===== config.mk =====
export PLATFORM = sky130hd
export DESIGN_NAME = sobel_gradient
export DESIGN_NICKNAME = d
export VERILOG_FILES = /design/src/rtl/sobel_gradient.sv
export SDC_FILE = /design/constraint.sdc
export NUM_CORES = 1
export LEC_CHECK = 0
export ABC_CLOCK_PERIOD_IN_PS = 2000
export BUFFER_PORTS_ARGS = -buffer_cell sky130_fd_sc_hd__buf_2
export CAP_MARGIN = 15
export CORE_UTILIZATION = 54
export DETAILED_ROUTE_END_ITERATION = 10
export PLACE_DENSITY = 0.77
export SYNTH_ARGS = -nofsm -noshare
export SYNTH_HDL_FRONTEND = slang
export SYNTH_SLANG_ARGS = --single-unit

===== constraint.sdc =====
create_clock -name InClk -period 2 [get_ports InClk]
set_input_delay 0.1 -clock InClk [delete_from_list [all_inputs] [get_ports InClk]]
set_output_delay 0.1 -clock InClk [all_outputs]
set_load 0.02 [all_outputs]

===== src/rtl/sobel_gradient.sv =====
// sobel_gradient: 3x3 Sobel gradient magnitude with saturation and threshold, three register stages.
// Input-side column/row counters mask the two-pixel top and left border of each frame.
module sobel_gradient #(
    parameter int IMAGE_W = 640,
    parameter int IMAGE_H = 480
) (
    input  logic        InClk,
    input  logic        InRst_n,
    input  logic        InMatrixDe,
    input  logic [23:0] InMatrixData1,
    input  logic [23:0] InMatrixData2,
    input  logic [23:0] InMatrixData3,
    input  logic [7:0]  InThreshold,
    output logic [7:0]  OutData,
    output logic        OutEdge,
    output logic        OutDe
);

    localparam logic [15:0] ROW_LAST = 16'(IMAGE_H - 1);

    // Counters are 16 bits wide; reject geometries they cannot represent.
    if (IMAGE_W < 1 || IMAGE_W > 65536 || IMAGE_H < 1 || IMAGE_H > 65536) begin : g_bad_size
        $error("sobel_gradient: IMAGE_W/IMAGE_H out of range");
    end

    logic [7:0] p11, p12, p13;
    logic [7:0] p21, p23;
    logic [7:0] p31, p32, p33;

    assign p11 = InMatrixData1[23:16];
    assign p12 = InMatrixData1[15:8];
    assign p13 = InMatrixData1[7:0];
    assign p21 = InMatrixData2[23:16];
    assign p23 = InMatrixData2[7:0];
    assign p31 = InMatrixData3[23:16];
    assign p32 = InMatrixData3[15:8];
    assign p33 = InMatrixData3[7:0];

    logic [15:0] col_q, col_d;
    logic [15:0] row_q, row_d;
    logic        de_prev_q;
    logic        border_d;

    logic [9:0]  s1_gxp_q, s1_gxp_d;
    logic [9:0]  s1_gxn_q, s1_gxn_d;
    logic [9:0]  s1_gyp_q, s1_gyp_d;
    logic [9:0]  s1_gyn_q, s1_gyn_d;
    logic [7:0]  s1_thr_q;
    logic        s1_border_q;
    logic        s1_de_q;

    logic [9:0]  s2_gx_q, s2_gx_d;
    logic [9:0]  s2_gy_q, s2_gy_d;
    logic [7:0]  s2_thr_q;
    logic        s2_border_q;
    logic        s2_de_q;

    logic [10:0] s3_mag_q, s3_mag_d;
    logic [7:0]  s3_thr_q;
    logic        s3_border_q;
    logic        s3_de_q;

    // col_q is the index of the pixel currently on the input; it is zero
    // on the first valid cycle because idle cycles force it back to zero.
    always_comb begin
        col_d = InMatrixDe ? col_q + 16'd1 : '0;
        row_d = row_q;
        if (de_prev_q && !InMatrixDe) begin
            row_d = (row_q == ROW_LAST) ? '0 : row_q + 16'd1;
        end
        border_d = (col_q < 16'd2) || (row_q < 16'd2);
    end

    always_comb begin
        s1_gxp_d = {2'b00, p13} + {1'b0, p23, 1'b0} + {2'b00, p33};
        s1_gxn_d = {2'b00, p11} + {1'b0, p21, 1'b0} + {2'b00, p31};
        s1_gyp_d = {2'b00, p31} + {1'b0, p32, 1'b0} + {2'b00, p33};
        s1_gyn_d = {2'b00, p11} + {1'b0, p12, 1'b0} + {2'b00, p13};
    end

    always_comb begin
        s2_gx_d = (s1_gxp_q >= s1_gxn_q) ? (s1_gxp_q - s1_gxn_q) : (s1_gxn_q - s1_gxp_q);
        s2_gy_d = (s1_gyp_q >= s1_gyn_q) ? (s1_gyp_q - s1_gyn_q) : (s1_gyn_q - s1_gyp_q);
        s3_mag_d = {1'b0, s2_gx_q} + {1'b0, s2_gy_q};
    end

    always_ff @(posedge InClk) begin
        if (!InRst_n) begin
            col_q       <= '0;
            row_q       <= '0;
            de_prev_q   <= 1'b0;
            s1_gxp_q    <= '0;
            s1_gxn_q    <= '0;
            s1_gyp_q    <= '0;
            s1_gyn_q    <= '0;
            s1_thr_q    <= '0;
            s1_border_q <= 1'b0;
            s1_de_q     <= 1'b0;
            s2_gx_q     <= '0;
            s2_gy_q     <= '0;
            s2_thr_q    <= '0;
            s2_border_q <= 1'b0;
            s2_de_q     <= 1'b0;
            s3_mag_q    <= '0;
            s3_thr_q    <= '0;
            s3_border_q <= 1'b0;
            s3_de_q     <= 1'b0;
        end else begin
            col_q       <= col_d;
            row_q       <= row_d;
            de_prev_q   <= InMatrixDe;
            s1_gxp_q    <= s1_gxp_d;
            s1_gxn_q    <= s1_gxn_d;
            s1_gyp_q    <= s1_gyp_d;
            s1_gyn_q    <= s1_gyn_d;
            s1_thr_q    <= InThreshold;
            s1_border_q <= border_d;
            s1_de_q     <= InMatrixDe;
            s2_gx_q     <= s2_gx_d;
            s2_gy_q     <= s2_gy_d;
            s2_thr_q    <= s1_thr_q;
            s2_border_q <= s1_border_q;
            s2_de_q     <= s1_de_q;
            s3_mag_q    <= s3_mag_d;
            s3_thr_q    <= s2_thr_q;
            s3_border_q <= s2_border_q;
            s3_de_q     <= s2_de_q;
        end
    end

    always_comb begin
        OutDe   = s3_de_q;
        OutData = '0;
        OutEdge = 1'b0;
        if (s3_de_q && !s3_border_q) begin
            OutData = (s3_mag_q > 11'd255) ? 8'hFF : s3_mag_q[7:0];
            OutEdge = (s3_mag_q > {3'b000, s3_thr_q});
        end
    end

endmodule

==> flow_summary.toml <==
[status]
outcome = "finished, violations left"
violations = "design-rule violations, negative setup slack"

[power_and_ir_drop]
seq_power_share = 0.257
power.switching_uw = 4720
intPower_uw = 8300
comb_power_share = 0.500
leakage_uw = 0.00475
power_density_nw_per_um2 = 1210
ir_drop_mv = 0.753
p_sw_frac = 0.362
p_clk_frac = 0.243

[route]
wire_per_inst_um = 15.2
dr_total_vias = 7035
drt_iter0_drc = 445
antenna_left = 0
routed_wl_mm = 19.4
first_pass_iters = 8
drc = 5
viasPerCell = 5.52

[floorplan]
core_area_um2 = 14700
die_x_um = 125
die_area_um2 = 15700
die_h_um = 125
pin_count = 93
rows = 44
start_util = 0.559

[grt]
antenna_found_initial = 0
grt_pass1_wl_mm = 31.4
track_usage = 0.247
grt_max_degree = 46
grt_pass1_vias = 6923
grt_remaining_overflow = 0

[synth]
synth-main-ff-cell = "dfxtp_1"
synth_edf_count = 0
synth_fa_ha_area_frac = 0.233
syn-num-nets = 1101
ys_types = 66
netlist_area_um2 = 8220
synthArstFlopShare = 0
synth_top_family_by_area = "adder cells"
yosys_warnings = 0
ys_seq_area_frac = 0.324
netlist_instances = 887
syn_avg_cell_area_um2 = 9.26
synthMuxAreaShare = 0.0149
synthSimpleGateAreaFrac = 0.180
synth_xor_area_frac = 0.0490
synth-compound-area-share = 0.152
ys_ff_latch = 133

[clock_network]
cts_max_level = 4
clk_pin_slew_worst_paths_ps = 60
cts_tree = "done"
cts_buffer_depth = 2
cts_sinks = 133
clk_latency_ps = 430
cts-buffers-inserted = 17
cts_root_buffer = "clkbuf_16"

[placed_design]
globalplace.congestion = 0.861
port_buffers = 84
dp_slack_ps = -368
dp_hpwl_mm = 13.8
placed_area_um2 = 9580

[sta]
clock.fmax_ghz = 0.436
tns_ps = -3440
hold_ws_ps = 24.5
rsz0062_at_grt = "true"
finalClockSkew_ps = 9.64
setup_viol = 19
worst_pin_slew_ps = 535
worst_slack_ps = -293
max_slew_margin = 0.643
period_share = 1.15
final_max_slew_viol_count = 0
fin_crit_ps = 2290
finalHoldViolCount = 0

[layout]
fill_cells = 1017
fin_util = 0.730
drive_above_1_share = 0.291
final_nets = 1292
area_growth_pct = 30.6
num_antenna_cells = 0
design_area_um2 = 10700

[worst_setup_path]
path_cells = "inv_1 -> ha_1 -> o21ai_1 -> o21ai_2 -> a211oi_4 -> a21oi_4 -> buf_4 -> a22o_1 -> mux2_4"
crit_slowest_cell = "a211oi_4"
worst-path-max-fanout = 6
cp-start-kind = "flop"
crit_path_max_incr_delay_ps = 420
end_kind = "flop"
arrival_ps = 2610
path_class = "reg2reg"
required_ps = 2310

[worst_hold_path]
hold_class = "in2reg"

[flow_run]
maxCapViolCount = 0
## cells in the mapped netlist (2+ instances only)
cell type / n / area [µm²]
dfxtp_1: 133 / 2660
ha_1: 94 / 1180
nor2_1: 87 / 327
inv_1: 71 / 267
a21oi_1: 42 / 210
and2_1: 41 / 257
fa_1: 37 / 741
nor3_1: 34 / 170
xor2_1: 34 / 298
nand2_1: 31 / 116
o21ai_0: 29 / 145
o21a_1: 28 / 210
nand3_1: 22 / 110
a21o_1: 20 / 150
nor2b_1: 19 / 119
clkbuf_1: 17 / 63.8
xnor2_1: 12 / 105
nand4_1: 11 / 68.8
mux2i_1: 10 / 100
a31oi_1: 8 / 50.1
and3_1: 8 / 50.1
a221oi_1: 7 / 61.3
nor4_1: 7 / 43.8
or3_1: 7 / 43.8
nand2b_1: 6 / 37.5
o41ai_1: 6 / 52.6
nor3b_1: 5 / 37.5
o22a_1: 4 / 35.0
o22ai_1: 4 / 25.0
a211oi_1: 3 / 22.5
and3_2: 3 / 22.5
buf_6: 3 / 33.8
o31ai_1: 3 / 22.5
a211o_1: 2 / 17.5
a21oi_2: 2 / 17.5
a22oi_1: 2 / 15.0
and4_1: 2 / 17.5
buf_2: 2 / 10.0
mux2_2: 2 / 22.5
o211ai_1: 2 / 15.0
o31ai_2: 2 / 25.0
## cells in the final DEF (no fill, tap or decap), types with 8 or more instances in the layout
cell             n
nor3_1          34
ha_1            79
nand4_1         11
mux2i_1          8
nor2_1          87
xnor2_1         12
a21o_1          20
dfxtp_1        119
a21oi_2          9
nor2b_1         16
o21ai_1          9
inv_1           67
fa_1            30
dfxtp_2         14
a21oi_1         33
o21a_1          28
a31oi_1          8
ha_4            10
buf_2           83
and2_1          41
nand3_1         19
dlygate4sd3_1    9
nand2_1         31
xor2_1          34
clkbuf_16       18
o21ai_0         18
buf_4           96
## critical path, delay by kind of cell (launching register included)
kind / cells / cell delay, ps
compound gates: 5 / 1010
fa+ha+maj: 1 / 340
buf+inv: 2 / 230
flops: 1 / 350
mux: 1 / 250
## per-stage QoR
stage / std cells / total power, µW
after global routing: 1275 / 13800
after floorplan: 887 / 7160
final: 1275 / 13000
after detailed placement: 1217 / 8910
after global placement: 1217 / 8800
after CTS: 1265 / 12400
## state kept, by name, indices dropped and copies added (netlist names), 8 cells and up
signal / count
col_q: 16
row_q: 16
s1_gxn_q: 10
s1_gxp_q: 10
s1_gyn_q: 10
s1_gyp_q: 10
s1_thr_q: 8
s2_gx_q: 10
s2_gy_q: 10
s2_thr_q: 8
s3_mag_q: 11
s3_thr_q: 8
## power by group through the flow
| stage | combinational, µW | clock (µW) | sequential, µW |
|---|---|---|---|
| 6_report | 6510 | 3170 | 3340 |
| 5_1_grt | 7080 | 3330 | 3390 |
| 4_1_cts | 5850 | 3210 | 3330 |
| 3_5_place_dp | 5530 | 0 | 3380 |
| 3_3_place_gp | 5420 | 0 | 3370 |
| 2_1_floorplan | 3860 | 0 | 3300 |
## logic make-up after synthesis
group	Yosys count
DFF	133
adders and majority gates	131
and+or+nand+nor	289
buffers and inverters	95
AOI/OAI and AO/OA	181
xor gates and xnor gates	46
muxes	12
## metal layers
layer / up-vias / wire length [µm] / GRT usage
li1: 3454 / - / -
met1: 3317 / 8380 / 0.294
met2: 211 / 9760 / 0.435
met3: 53 / 781 / 0.0462
met4: 0 / 518 / 0.105
met5: - / 0 / 0
## repair_timing
action                                  4_1_cts  5_1_grt
pin swaps                                    11       26
buffers inserted                              6        9
gates resized for setup                      20       51
endpoints found under the hold margin         9        0
cloned                                        1        1
hold buffers                                  9        0
endpoints found under the setup margin       20       28
## final timing paths
check,from,endpoint,slack (ps),cells past startpoint
setup / recovery,s1_gxp_q[7],s2_gx_q[3],-290,9
setup reg to reg,s1_gxp_q[7],s2_gx_q[3],-290,9
hold reg to reg,s2_thr_q[7],s3_thr_q[7],430,1
hold / removal,InMatrixData1[16],s1_gyn_q[0],20,3
## area by class of cell
cell class	instances	area [µm²]	share of cell area
timing repair buffer	194	1320	0.123
sequential	133	2680	0.250
tap	184	230	0.0214
inverter	72	270	0.0252
clock buffer	18	429	0.0400
multi-input combinational	660	5630	0.525
clock inverter	14	178	0.0165
(Power assumes the default switching activity.)
